[src/rtl/writeback_unit_if.sv]
// writeback_unit_if: retire, load-response, register-file write and hazard signals of the writeback stage
interface writeback_unit_if #(parameter int XLEN = 32, parameter int CNT_W = 32);
  logic             in_valid;
  logic             in_ready;
  logic [4:0]       in_rd;
  logic [1:0]       in_wb_sel;
  logic [2:0]       in_funct3;
  logic [XLEN-1:0]  in_alu;
  logic [XLEN-1:0]  in_pc;
  logic [XLEN-1:0]  in_imm;
  logic             mem_rvalid;
  logic [XLEN-1:0]  mem_rdata;
  logic             rf_en;
  logic [4:0]       rf_rd;
  logic [XLEN-1:0]  rf_wdata;
  logic             pend_valid;
  logic [4:0]       pend_rd;
  logic             err;
  logic [CNT_W-1:0] retire_count;
  modport slave (
    input  in_valid, in_rd, in_wb_sel, in_funct3, in_alu, in_pc, in_imm, mem_rvalid, mem_rdata,
    output in_ready, rf_en, rf_rd, rf_wdata, pend_valid, pend_rd, err, retire_count
  );
  modport master (
    output in_valid, in_rd, in_wb_sel, in_funct3, in_alu, in_pc, in_imm, mem_rvalid, mem_rdata,
    input  in_ready, rf_en, rf_rd, rf_wdata, pend_valid, pend_rd, err, retire_count
  );
endinterface

[src/rtl/writeback_unit.sv]
// writeback_unit: RV32I writeback stage selecting ALU/load/PC+4/imm data and driving the register-file write port
module writeback_unit #(
  parameter int XLEN    = 32,
  parameter int TIMEOUT = 16,
  parameter int CNT_W   = 32
) (
  input logic clk,
  input logic rst,
  writeback_unit_if.slave bus
);
  localparam logic [1:0] IDLE = 2'd0, WAIT_MEM = 2'd1, WRITE = 2'd2;
  localparam int TW = $clog2(TIMEOUT + 1);
  logic [1:0]      state;
  logic [TW-1:0]   cnt;
  logic [4:0]      rd;
  logic [2:0]      f3;
  logic [1:0]      off;
  logic [7:0]      lb;
  logic [15:0]     lh;
  logic [XLEN-1:0] ld, op;
  logic            is_mem, bad;
  assign bus.in_ready = state == IDLE;
  // load extraction from the captured offset, plus non-load data select and load legality of the incoming op
  always_comb begin
    lb = bus.mem_rdata[{off, 3'b000} +: 8];
    lh = bus.mem_rdata[{off[1], 4'b0000} +: 16];
    ld = f3[1] ? bus.mem_rdata
       : f3[0] ? {{(XLEN-16){~f3[2] & lh[15]}}, lh}
       : {{(XLEN-8){~f3[2] & lb[7]}}, lb};
    op = bus.in_wb_sel == 2'b00 ? bus.in_alu
       : bus.in_wb_sel == 2'b10 ? bus.in_pc + XLEN'(4)
       : bus.in_imm;
    is_mem = bus.in_wb_sel == 2'b01;
    bad = bus.in_funct3 == 3'b011 || bus.in_funct3[2:1] == 2'b11
       || (bus.in_funct3[1:0] == 2'b01 && bus.in_alu[0])
       || (bus.in_funct3 == 3'b010 && bus.in_alu[1:0] != 2'b00);
  end
  // FSM: accept in IDLE, wait for load data with a timeout, then one write cycle; x0 is never written
  always_ff @(posedge clk or negedge rst)
    if (!rst) begin
      state <= IDLE;
      cnt <= '0;
      rd <= '0;
      f3 <= '0;
      off <= '0;
      bus.rf_en <= 1'b0;
      bus.rf_rd <= '0;
      bus.rf_wdata <= '0;
      bus.pend_valid <= 1'b0;
      bus.pend_rd <= '0;
      bus.err <= 1'b0;
      bus.retire_count <= '0;
    end else begin
      bus.rf_en <= 1'b0;
      bus.err <= 1'b0;
      case (state)
        IDLE: if (bus.in_valid) begin
          rd <= bus.in_rd;
          f3 <= bus.in_funct3;
          off <= bus.in_alu[1:0];
          cnt <= '0;
          if (!is_mem || !bad) begin
            bus.pend_valid <= |bus.in_rd;
            bus.pend_rd <= bus.in_rd;
          end
          if (!is_mem) begin
            state <= WRITE;
            bus.rf_en <= |bus.in_rd;
            if (|bus.in_rd) begin
              bus.rf_rd <= bus.in_rd;
              bus.rf_wdata <= op;
              bus.retire_count <= bus.retire_count + CNT_W'(1);
            end
          end else if (bad) bus.err <= 1'b1;
          else state <= WAIT_MEM;
        end
        WAIT_MEM: if (bus.mem_rvalid) begin
          state <= WRITE;
          bus.rf_en <= |rd;
          if (|rd) begin
            bus.rf_rd <= rd;
            bus.rf_wdata <= ld;
            bus.retire_count <= bus.retire_count + CNT_W'(1);
          end
        end else if (cnt == TW'(TIMEOUT - 1)) begin
          state <= IDLE;
          bus.err <= 1'b1;
          bus.pend_valid <= 1'b0;
        end else cnt <= cnt + TW'(1);
        WRITE: begin
          state <= IDLE;
          bus.pend_valid <= 1'b0;
        end
        default: state <= IDLE;
      endcase
    end
endmodule

[src/flat_wrapper.sv]
// flat-port wrapper written by rule: the top's interface ports become plain ports
module writeback_unit_flat 
#(
  parameter int XLEN    = 32,
  parameter int TIMEOUT = 16,
  parameter int CNT_W   = 32
)
  (clk, rst, bus_in_valid, bus_in_rd, bus_in_wb_sel, bus_in_funct3, bus_in_alu, bus_in_pc, bus_in_imm, bus_mem_rvalid, bus_mem_rdata, bus_in_ready, bus_rf_en, bus_rf_rd, bus_rf_wdata, bus_pend_valid, bus_pend_rd, bus_err, bus_retire_count);
  writeback_unit_if #(.XLEN(XLEN), .CNT_W(CNT_W)) bus_i ();
  input logic clk;
  input logic rst;
  input wire logic [$bits(bus_i.in_valid)-1:0] bus_in_valid;
  input wire logic [$bits(bus_i.in_rd)-1:0] bus_in_rd;
  input wire logic [$bits(bus_i.in_wb_sel)-1:0] bus_in_wb_sel;
  input wire logic [$bits(bus_i.in_funct3)-1:0] bus_in_funct3;
  input wire logic [$bits(bus_i.in_alu)-1:0] bus_in_alu;
  input wire logic [$bits(bus_i.in_pc)-1:0] bus_in_pc;
  input wire logic [$bits(bus_i.in_imm)-1:0] bus_in_imm;
  input wire logic [$bits(bus_i.mem_rvalid)-1:0] bus_mem_rvalid;
  input wire logic [$bits(bus_i.mem_rdata)-1:0] bus_mem_rdata;
  output wire logic [$bits(bus_i.in_ready)-1:0] bus_in_ready;
  output wire logic [$bits(bus_i.rf_en)-1:0] bus_rf_en;
  output wire logic [$bits(bus_i.rf_rd)-1:0] bus_rf_rd;
  output wire logic [$bits(bus_i.rf_wdata)-1:0] bus_rf_wdata;
  output wire logic [$bits(bus_i.pend_valid)-1:0] bus_pend_valid;
  output wire logic [$bits(bus_i.pend_rd)-1:0] bus_pend_rd;
  output wire logic [$bits(bus_i.err)-1:0] bus_err;
  output wire logic [$bits(bus_i.retire_count)-1:0] bus_retire_count;
  assign bus_i.in_valid = bus_in_valid;
  assign bus_i.in_rd = bus_in_rd;
  assign bus_i.in_wb_sel = bus_in_wb_sel;
  assign bus_i.in_funct3 = bus_in_funct3;
  assign bus_i.in_alu = bus_in_alu;
  assign bus_i.in_pc = bus_in_pc;
  assign bus_i.in_imm = bus_in_imm;
  assign bus_i.mem_rvalid = bus_mem_rvalid;
  assign bus_i.mem_rdata = bus_mem_rdata;
  assign bus_in_ready = bus_i.in_ready;
  assign bus_rf_en = bus_i.rf_en;
  assign bus_rf_rd = bus_i.rf_rd;
  assign bus_rf_wdata = bus_i.rf_wdata;
  assign bus_pend_valid = bus_i.pend_valid;
  assign bus_pend_rd = bus_i.pend_rd;
  assign bus_err = bus_i.err;
  assign bus_retire_count = bus_i.retire_count;
  writeback_unit #(.XLEN(XLEN), .TIMEOUT(TIMEOUT), .CNT_W(CNT_W)) u_core (.clk(clk), .rst(rst), .bus(bus_i));
endmodule
[config.mk]
export PLATFORM = sky130hd
export DESIGN_NAME = writeback_unit_flat
export DESIGN_NICKNAME = d
export VERILOG_FILES = /design/src/rtl/writeback_unit_if.sv /design/src/rtl/writeback_unit.sv /design/src/flat_wrapper.sv
export SDC_FILE = /design/constraint.sdc
export NUM_CORES = 1
export LEC_CHECK = 0
export ABC_AREA = 1
export BUFFER_PORTS_ARGS = -buffer_cell sky130_fd_sc_hd__buf_2
export CAP_MARGIN = 20
export CORE_AREA = 2 2 124 126
export DETAILED_ROUTE_END_ITERATION = 16
export DIE_AREA = 0 0 126 128
export PLACE_DENSITY_LB_ADDON = 0.1
export SLEW_MARGIN = 5
export SYNTH_ARGS = -nofsm -noshare
export SYNTH_HDL_FRONTEND = slang
export SYNTH_SLANG_ARGS = --single-unit
export TNS_END_PERCENT = 5
[constraint.sdc]
create_clock -name clk -period 1.65 [get_ports clk]
set_input_delay 0.0825 -clock clk [delete_from_list [all_inputs] [get_ports clk]]
set_output_delay 0.0825 -clock clk [all_outputs]
set_load 0.02 [all_outputs]
==> results of run 1 <==
final timing paths:
check	start	endpoint	cells past startpoint	slack, ns
setup reg to reg	u_core.state[0]$_DFFE_PN0P_	u_core.bus.rf_wdata[31]$_DFFE_PN0P_	11	-0.30
min in group asynchronous	rst	u_core.bus.rf_wdata[10]$_DFFE_PN0P_	2	0.20
setup / recovery	u_core.state[0]$_DFFE_PN0P_	u_core.bus.rf_wdata[31]$_DFFE_PN0P_	11	-0.30
max in group asynchronous	rst	u_core.rd[3]$_DFFE_PN0P_	3	0.84
hold / removal	bus_in_funct3[1]	u_core.f3[1]$_DFFE_PN0P_	3	0.02
hold reg to reg	u_core.bus.rf_wdata[10]$_DFFE_PN0P_	u_core.bus.rf_wdata[10]$_DFFE_PN0P_	2	0.48
state kept, by name, indices dropped and copies added (netlist names), 2 cells and up:
name and cells:
u_core.f3 3, u_core.state 2, u_core.rd 5, u_core.bus.pend_rd 5, u_core.cnt 5, u_core.off 2
u_core.bus.rf_rd 5, u_core.bus.rf_wdata 32, u_core.bus.retire_count 32
metrics by stage:
step | area, um^2 | util [%]
global placement | 8569 | 57.65
floorplan | 6840 | -
global route | 9331 | 62.78
CTS | 9044 | 60.84
finish | 9331 | 62.78
detailed placement | 8569 | 57.65
critical path, stage by stage (launching register included):
cell	delay (ns)
dfrtp_2	0.43
inv_2	0.08
ha_4	0.18
nand2_4	0.07
o21ai_4	0.07
nor3b_4	0.27
buf_6	0.15
nand3_4	0.16
clkbuf_16	0.23
a21oi_2	0.11
nand2_1	0.07
nand2_1	0.06
layout make-up:
| class | count | area, um^2 |
|---|---|---|
| multi-input cells | 831 | 4074 |
| flip-flops and latches | 94 | 2354 |
| clock buffers | 10 | 239.0 |
| repair buffers | 301 | 1942 |
| well taps | 188 | 235.2 |
| inverters | 90 | 347.8 |
| fillers | 1454 | 5533 |
| clock inverters | 6 | 132.6 |
| diodes | 3 | 7.507 |
synthesized netlist by cell type, types with 6 or more instances:
cell type | count | area, um^2
buf_2 | 8 | 40.04
dfrtp_1 | 94 | 2352
nand2_1 | 409 | 1535
a21oi_1 | 76 | 380.4
xor2_1 | 23 | 201.4
inv_1 | 86 | 322.8
a22oi_1 | 6 | 45.04
clkbuf_1 | 25 | 93.84
ha_1 | 7 | 87.58
nor3_1 | 13 | 65.06
nor2_1 | 116 | 435.4
nand3_1 | 38 | 190.2
o21ai_0 | 62 | 310.3
a221oi_1 | 18 | 157.7
nand3b_1 | 7 | 52.55
nand4_1 | 8 | 50.05
xnor2_1 | 10 | 87.58
power by group through the flow:
stage               Clock (W)  Combinational (W)  Sequential [W]
floorplan                   0            0.00379         0.00448
global placement            0            0.00719         0.00383
detailed placement          0            0.00729         0.00383
CTS                   0.00263            0.00759         0.00381
global route          0.00272            0.00920         0.00391
finish                0.00260            0.00846         0.00383
metal layers:
| metal | up-vias | part of all wire, % |
|---|---|---|
| met5 | - | 0 |
| met4 | 0 | 1.7 |
| li1 | 3954 | - |
| met1 | 3728 | 44 |
| met3 | 36 | 7.8 |
| met2 | 348 | 46 |
logic make-up (layout without fill, tap and decap cells):
kind of cell,count (synthesis),after routing,share of synthesized area [%]
adders and majority gates,7,7,1.290
AOI/OAI and AO/OA,188,188,16.42
buffers and inverters,130,407,7.886
xor gates and xnor gates,33,33,4.256
and+or+nand+nor,601,602,35.36
other,0,3,0
muxes,1,1,0.1474
DFF,94,94,34.64
what timing repair did:
action                     CTS  global route
gates resized for setup     20            30
setup endpoints to repair   70            82
gates cloned                 1             7
buffers inserted             2             5
pin swaps                    5             8
hold buffers                 2             0
hold endpoints to repair    27             0
==> metrics.yaml, run 1 <==
pwr:
  power_frac_comb_pct: 56.8
  p_per_area_nw_per_um2: 1596
  p_switching_w: 0.006658
  power.total_w: 0.01489
  p_sw_share_pct: 44.71
  p_int_w: 0.008233
  p_leak_nw: 4.956
  ir_drop_v: 0.001213
  pwr-share-clk_pct: 17.5
  p_seq_share_pct: 25.7
yosys:
  synth_cell_types: 39
  async_flop_share_pct: 100.0
  syn_inst: 1054
  ys_seq_elements: 94
  netlist_area_um2: 6790
  synthFlopType: "dfrtp_1"
  ys_seq_area_share_pct: 34.64
  yosys_warnings: 0
  synth_nets: 1203
  synth-edff-count: 0
  syn_avg_cell_area_um2: 6.442
clocking:
  cts.sinks: 94
  htreeDepth: 3
  cts_tree: "yes"
  cts_buffers: 9
  clock_latency_ns: 0.36
  path_clk_slew_ns: 0.07
  cts_buffer_depth: 2
  root_buffer: "clkbuf_16"
job:
  maxCapViolCount: 0
run_status:
  violations: "setup timing"
  status: "finished, violations left"
die:
  fp.dieW_um: 126
  dieArea_um2: 16130
  dieHeight_um: 128
  start_util_pct: 45.68
  row_count: 45
  core_um2: 14860
  io_pins: 220
sta:
  min_period_ns: 1.946
  finalCritPeriodShare_pct: 117.9
  hold_violations: 0
  clock_skew_ns: 0.006952
  worst_hold_slack_ns: 0.01876
  rsz0062_at_grt: "yes"
  tightest_slew_ns: 0.4360
  slew_viol_final: 0
  finalSetupViolations: 70
  final.setup.tns_ns: -15.94
  fmax_mhz: 513.9
  max-slew-margin-rel_pct: 70.93
  fin_ws_ns: -0.2960
global_routing:
  busiest_layer: "met2"
  grt_use_met3_pct: 4.883
  grt_antenna_before_repair: 3
  grt_pass1_wl_um: 38000
  use_met1_pct: 42.97
  grt_util_met2_pct: 48.04
  grt_pass1_vias: 7244
  grtUsageTotal_pct: 29.97
  grt-ovfl-total: 0
  grt_max_degree: 45
placement:
  pre_cts_ws_ns: -0.2152
  dp.cells: 1487
  place.gp.congestion: 0.9831
  numPortBuffers: 219
  hpwl_um: 19270
route:
  drc_errors: 0
  drt_wl_total_um: 24970
  detail-route-antenna-nets: 0
  routedWlPerCell_um: 16.40
  vias_per_cell: 5.296
  drt-pass1-iter-count: 5
  first_iter_violations: 791
  vias: 8066
layout:
  layout-drive-gt1-share_pct: 27.48
  fin_nets: 1476
  area_growth_pct: 37.42
  final_cell_mix: "nand2_1 (402), buf_2 (218), nor2_1 (107), dfrtp_1 (93), inv_1 (83)"
  fin_cells: 1523
  final_common_cell: "nand2_1"
setup_path:
  cp.required_ns: 1.95
  critPathArrivalTime_ns: 2.24
  critPathMaxFanout: 6
  cp-end-kind: "register"
  critPathKind: "reg2reg"
  worstSetupStartpointType: "register"
min_path:
  hp-class: "in2reg"
(Power assumes the default switching activity.)
==> inputs of run 2 (changes only) <==
==> constraint.sdc (replaced) <==
create_clock -name clk -period 1.65 [get_ports clk]
set_input_delay 0.0825 -clock clk [delete_from_list [all_inputs] [get_ports clk]]
set_output_delay 0.0825 -clock clk [all_outputs]
set_load 0.005 [all_outputs]
==> run 2 against run 1 <==
The run still ends with setup timing left. Non-clock buffer count increased by 10. Largest power group unchanged. Core utilization grew 0.78 points. Global-route usage decreased by 1.1 points. Sequential share of layout area is 0.31 points lower. Wire length down 1.3%. Power is 6.8% lower. Sequential cell count unchanged. Critical path type unchanged. Final area is 1.2% higher. Clock power shrank 24%. Fmax rose by 7.1%. Hold slack better by 0.021 ns. Sequential power barely moved.
==> metrics.yaml, run 2 (synthesis gave the netlist of run 1 again) <==
global_routing:
  grt_pass1_wl_um: 36680
  grtUsageTotal_pct: 28.92
  grt_antenna_before_repair: 1
  grt_max_degree: 36
  grt-ovfl-total: 0
  grt_pass1_vias: 7119
pwr:
  p_leak_nw: 5.002
  power.total_w: 0.01388
  p_int_w: 0.007911
  power_frac_comb_pct: 58.0
  pwr-share-clk_pct: 14.3
  p_seq_share_pct: 27.7
  p_switching_w: 0.005967
  p_sw_share_pct: 43.00
  ir_drop_v: 0.001023
  p_per_area_nw_per_um2: 1469
setup_path:
  reg2reg_slack_ns: -0.17
  cp.required_ns: 1.92
  startpoint: "u_core.state[0]$_DFFE_PN0P_"
  critPathMaxFanout: 8
  critPathCapture: "u_core.bus.retire_count[11]$_DFFE_PN0P_"
  critPathArrivalTime_ns: 2.09
  worstSetupStartpointType: "register"
  rr_startpoint: "u_core.state[0]$_DFFE_PN0P_"
  critPathKind: "reg2reg"
  rr_endpoint: "u_core.bus.retire_count[11]$_DFFE_PN0P_"
  ff2ff_path_depth: 10
  cp-end-kind: "register"
die:
  io_pins: 220
  fp.dieW_um: 126
  start_util_pct: 45.68
  dieArea_um2: 16130
  row_count: 45
  core_um2: 14860
  dieHeight_um: 128
route:
  vias: 8039
  first_iter_violations: 676
  detail-route-antenna-nets: 0
  drt-pass1-iter-count: 9
  vias_per_cell: 5.254
  drc_errors: 0
  routedWlPerCell_um: 16.10
  drt_wl_total_um: 24640
sta:
  fmax_mhz: 550.5
  max-slew-margin-rel_pct: 67.29
  min_period_ns: 1.817
  slew_viol_final: 0
  finalSetupViolations: 69
  rsz0062_at_grt: "yes"
  clock_skew_ns: 0.009878
  finalCritPeriodShare_pct: 110.1
  hold_violations: 0
  tightest_slew_ns: 0.4906
  fin_ws_ns: -0.1667
clocking:
  htreeDepth: 3
  cts_buffer_depth: 2
  path_clk_slew_ns: 0.07
  root_buffer: "clkbuf_16"
  cts.sinks: 94
  cts_tree: "yes"
  cts_buffers: 9
  clock_latency_ns: 0.35
layout:
  regArea_um2: 2354
  multiInputGateArea_um2: 4154
  final_cell_mix: "nand2_1 (397), buf_2 (218), nor2_1 (106), dfrtp_1 (93), inv_1 (84)"
  fin_nets: 1485
  area_growth_pct: 39.14
  fillers: 1427
  reg_top3: "u_core.bus.retire_count x32, u_core.bus.rf_wdata x32"
  fin_cells: 1530
  final_common_cell: "nand2_1"
  layout-drive-gt1-share_pct: 29.53
run_status:
  status: "finished, violations left"
  violations: "setup timing"
job:
  maxCapViolCount: 0
min_path:
  hp-class: "in2reg"
  whs_path_depth: 3
placement:
  dp.cells: 1499
  place.gp.congestion: 0.9522
  numPortBuffers: 219
  hpwl_um: 18900
run 2: changes by cell type in the layout (fill, tap and decap cells not counted), sizes merged:
cell | previous run | this run
diode | 3 | 1
nand3 | 40 | 39
bufinv | 4 | 0
buf | 294 | 301
clkbuf | 15 | 22
run 2: critical path, stage by stage, from the launching register on:
cell and delay (ns):
dfrtp_1 0.42, inv_2 0.08, ha_4 0.19, o21ai_2 0.15, nor3b_4 0.23, nand3_4 0.11, buf_12 0.17, clkinv_8 0.08
buf_12 0.10, nand2_2 0.05, xnor2_1 0.17
run 2: cell type report:
cell class,count,share of cell area (%)
Multi-Input combinational cell,830,43.97
Sequential cell,94,24.91
Timing Repair Buffer,311,22.01
Inverter,90,3.735
Clock buffer,14,2.688
Tap cell,188,2.490
Clock inverter,2,0.1722
Antenna cell,1,0.02649
run 2: timing repair:
item,in CTS,in global routing
gates resized for setup,36,46
hold buffers,2,0
setup buffers,0,4
endpoints found under the setup margin,71,82
pin swaps,11,16
gates cloned,0,8
hold endpoints to repair,34,0
run 2: per-layer routing:
| layer | GRT usage, % | share of wire [%] | vias up | wire (um) |
|---|---|---|---|---|
| met3 | 4.925 | 7.6 | 34 | 1874 |
| met4 | 7.175 | 2.0 | 0 | 483 |
| met5 | 0 | 0 | - | 0 |
| met1 | 40.69 | 44 | 3682 | 10850 |
| li1 | - | - | 3975 | - |
| met2 | 46.62 | 46 | 348 | 11430 |
run 2: worst min path at each step:
stage / to / slack, ns / start
final: u_core.rd[3]$_DFFE_PN0P_ / 0.04 / bus_in_rd[3]
after global routing: u_core.bus.pend_rd[0]$_DFFE_PN0P_ / 0.04 / bus_in_rd[0]
after floorplan: u_core.bus.err$_DFF_PN0_ / -0.21 / rst
after detailed placement: u_core.bus.rf_wdata[10]$_DFFE_PN0P_ / 0.08 / rst
after global placement: u_core.bus.rf_wdata[10]$_DFFE_PN0P_ / 0.08 / rst
after CTS: u_core.rd[3]$_DFFE_PN0P_ / 0.03 / bus_in_rd[3]
run 2: power by group through the flow:
stage               Combinational (W)  Sequential (W)  Clock (W)
global route                  0.00879         0.00392    0.00211
CTS                           0.00695         0.00382    0.00200
floorplan                     0.00378         0.00374          0
finish                        0.00805         0.00384    0.00198
detailed placement            0.00665         0.00385          0
global placement              0.00656         0.00384          0
run 2: metrics by stage:
step	hold slack (ns)	area, um^2	util, %	TNS (ns)	worst slack [ns]
floorplan	-0.2131	6843	-	-0.2932	-0.01696
global placement	0.07655	8675	58.36	-5.534	-0.1571
detailed placement	0.08018	8675	58.36	-8.068	-0.1786
CTS	0.03088	9060	60.95	-5.878	-0.1426
global route	0.03996	9448	63.56	-14.15	-0.2503
finish	0.03947	9448	63.56	-7.532	-0.1667
==> inputs of run 3 (changes only) <==
--- a/config.mk
+++ b/config.mk
@@ -6,11 +6,13 @@
 export NUM_CORES = 1
 export LEC_CHECK = 0
 export ABC_AREA = 1
+export ABC_CLOCK_PERIOD_IN_PS = 1650
 export BUFFER_PORTS_ARGS = -buffer_cell sky130_fd_sc_hd__buf_2
 export CAP_MARGIN = 20
-export CORE_AREA = 2 2 124 126
+export CORE_AREA = 2 2 122 124
+export CTS_BUF_LIST = sky130_fd_sc_hd__clkbuf_4 sky130_fd_sc_hd__clkbuf_8
 export DETAILED_ROUTE_END_ITERATION = 16
-export DIE_AREA = 0 0 126 128
+export DIE_AREA = 0 0 124 126
 export PLACE_DENSITY_LB_ADDON = 0.1
 export SLEW_MARGIN = 5
 export SYNTH_ARGS = -nofsm -noshare
==> run 3 against run 2 <==
The flow still finishes with violations (setup timing). Clock-buffer cell count stayed put. Combinational power fell by 1%. Via count increased by 0.73%. Sequential cell count did not move. Fmax shrank 6.1%. Clock skew is 0.0012 ns lower. Setup slack worse by 0.12 ns.
==> metrics.yaml, run 3 (synthesis gave the netlist of run 1 again) <==
placement:
  numPortBuffers: 219
  place.gp.congestion: 0.9829
  pre_cts_ws_ns: -0.2716
  hpwl_um: 19050
  post_dp_cell_area_um2: 8584
layout:
  final_common_cell: "nand2_1"
  reg_top3: "u_core.bus.retire_count x32, u_core.bus.rf_wdata x32"
  final_cell_mix: "nand2_1 (396), buf_2 (218), nor2_1 (105), dfrtp_1 (93), inv_1 (83)"
  fin_util_pct: 65.35
  layout-drive-gt1-share_pct: 29.43
  final_area_um2: 9354
  fin_nets: 1486
  area_growth_pct: 37.76
sta:
  min_period_ns: 1.935
  fin_ws_ns: -0.2855
  finalCritPeriodShare_pct: 117.3
  rsz0062_at_grt: "yes"
  clock_skew_ns: 0.008685
  slew_viol_final: 0
  finalSetupViolations: 69
  tightest_slew_ns: 0.5481
  final.setup.tns_ns: -13.84
  fmax_mhz: 516.7
  max-slew-margin-rel_pct: 63.46
  hold_violations: 0
die:
  io_pins: 220
  fp.dieW_um: 124
  core_um2: 14310
  dieArea_um2: 15620
  row_count: 44
  dieHeight_um: 126
  start_util_pct: 47.44
clocking:
  path_clk_slew_ns: 0.09
  cts_tree: "yes"
  cts.sinks: 94
  root_buffer: "clkbuf_8"
  cts_buffers: 9
  htreeDepth: 3
  clock_latency_ns: 0.38
  cts_buffer_depth: 2
pwr:
  p_per_area_nw_per_um2: 1425
  power.total_w: 0.01333
  p_leak_nw: 4.962
  ir_drop_v: 0.001039
route:
  routedWlPerCell_um: 16.27
  vias_per_cell: 5.303
  drt-pass1-iter-count: 6
  detail-route-antenna-nets: 0
  drc_errors: 0
  drt_wl_total_um: 24840
  first_iter_violations: 775
  vias: 8098
setup_path:
  cp_slowest_cell: "dfrtp_1"
  worstSetupStartpointType: "register"
  critPathArrivalTime_ns: 2.24
  critPathMaxFanout: 6
  worstPathCellList: "inv_2 -> ha_4 -> nand2_4 -> o21ai_4 -> nor3b_4 -> nand3_4 -> buf_12 -> buf_16 -> nor2_2 -> xor2_1"
  critPathKind: "reg2reg"
  cp-end-kind: "register"
  cp.required_ns: 1.96
  ff2ff_path_depth: 10
  max_stage_delay_ns: 0.44
min_path:
  hp-class: "in2reg"
  whs_path_depth: 3
global_routing:
  grtUsageTotal_pct: 31.54
  grt-ovfl-total: 0
  grt_max_degree: 39
  grt_pass1_wl_um: 38310
  grt_antenna_before_repair: 1
  grt_pass1_vias: 7532
run_status:
  status: "finished, violations left"
  violations: "setup timing"
job:
  maxCapViolCount: 0
[run 3: cell count changes in the layout (fill, tap and decap cells not counted), moves of 3 or more]
cell           delta
clkbuf_8         +11
nor2_4            +3
o21ai_2           -4
dlygate4sd3_1     +6
buf_4             -6
buf_12            -3
buf_6             +6
clkbuf_16        -14
clkbuf_1          -4
[run 3: final timing paths]
check / startpoint / end / slack [ns]
setup / recovery: u_core.state[0]$_DFFE_PN0P_ / u_core.bus.retire_count[2]$_DFFE_PN0P_ / -0.29
hold / removal: bus_in_alu[1] / u_core.off[1]$_DFFE_PN0P_ / 0.001
setup reg to reg: u_core.state[0]$_DFFE_PN0P_ / u_core.bus.retire_count[2]$_DFFE_PN0P_ / -0.29
hold reg to reg: u_core.bus.rf_wdata[2]$_DFFE_PN0P_ / u_core.bus.rf_wdata[2]$_DFFE_PN0P_ / 0.49
max in group asynchronous: rst / u_core.bus.retire_count[7]$_DFFE_PN0P_ / 0.78
min in group asynchronous: rst / u_core.bus.retire_count[26]$_DFFE_PN0P_ / 0.23
[run 3: stage by stage]
step / std cells / hold WS [ns]
finish: 1527 / 0.001219
floorplan: 1054 / -0.2131
global placement: 1487 / 0.09704
global route: 1527 / 0.03040
detailed placement: 1487 / 0.09530
CTS: 1517 / 0.002617
[run 3: routing by layer]
metal,track usage (%),share of wire (%),vias to the layer above,wire [um]
met1,46.10,45,3748,11100
met4,6.411,1.8,0,453
met3,5.842,8.1,34,2019
met5,0,0,-,0
met2,48.87,45,352,11260
li1,-,-,3964,-
[run 3: timing repair]
action                                  in CTS  in global routing
setup buffers                                4                  8
pin swaps                                   12                  9
hold buffers                                 8                  0
endpoints found under the setup margin      72                 83
resized for setup                           45                 51
hold endpoints to repair                    44                  0
gates cloned                                 2                  3
[run 3: final cells by class]
type	count	area [um^2]
clock buffers	14	180.2
diodes	1	2.502
clock inverters	2	13.76
multi-input cells	830	4174
repair buffers	312	2047
flip-flops and latches	94	2354
inverters	90	352.8
well taps	184	230.2
fillers	1359	4960
[run 3: report_power, final]
group / switching [W] / internal, W / leakage [nW]
sequential: 0.000707 / 0.00314 / 1.21
combinational: 0.00437 / 0.00356 / 3.65
clock: 0.000851 / 0.000711 / 0.104
[run 3: worst max-delay path, delay by kind of cell (launching register included)]
family / cells / cell delay, ns
compound gates: 1 / 0.06
buf+inv: 3 / 0.45
fa+ha+maj: 1 / 0.19
simple gates: 4 / 0.56
xor+xnor: 1 / 0.17
flops: 1 / 0.44
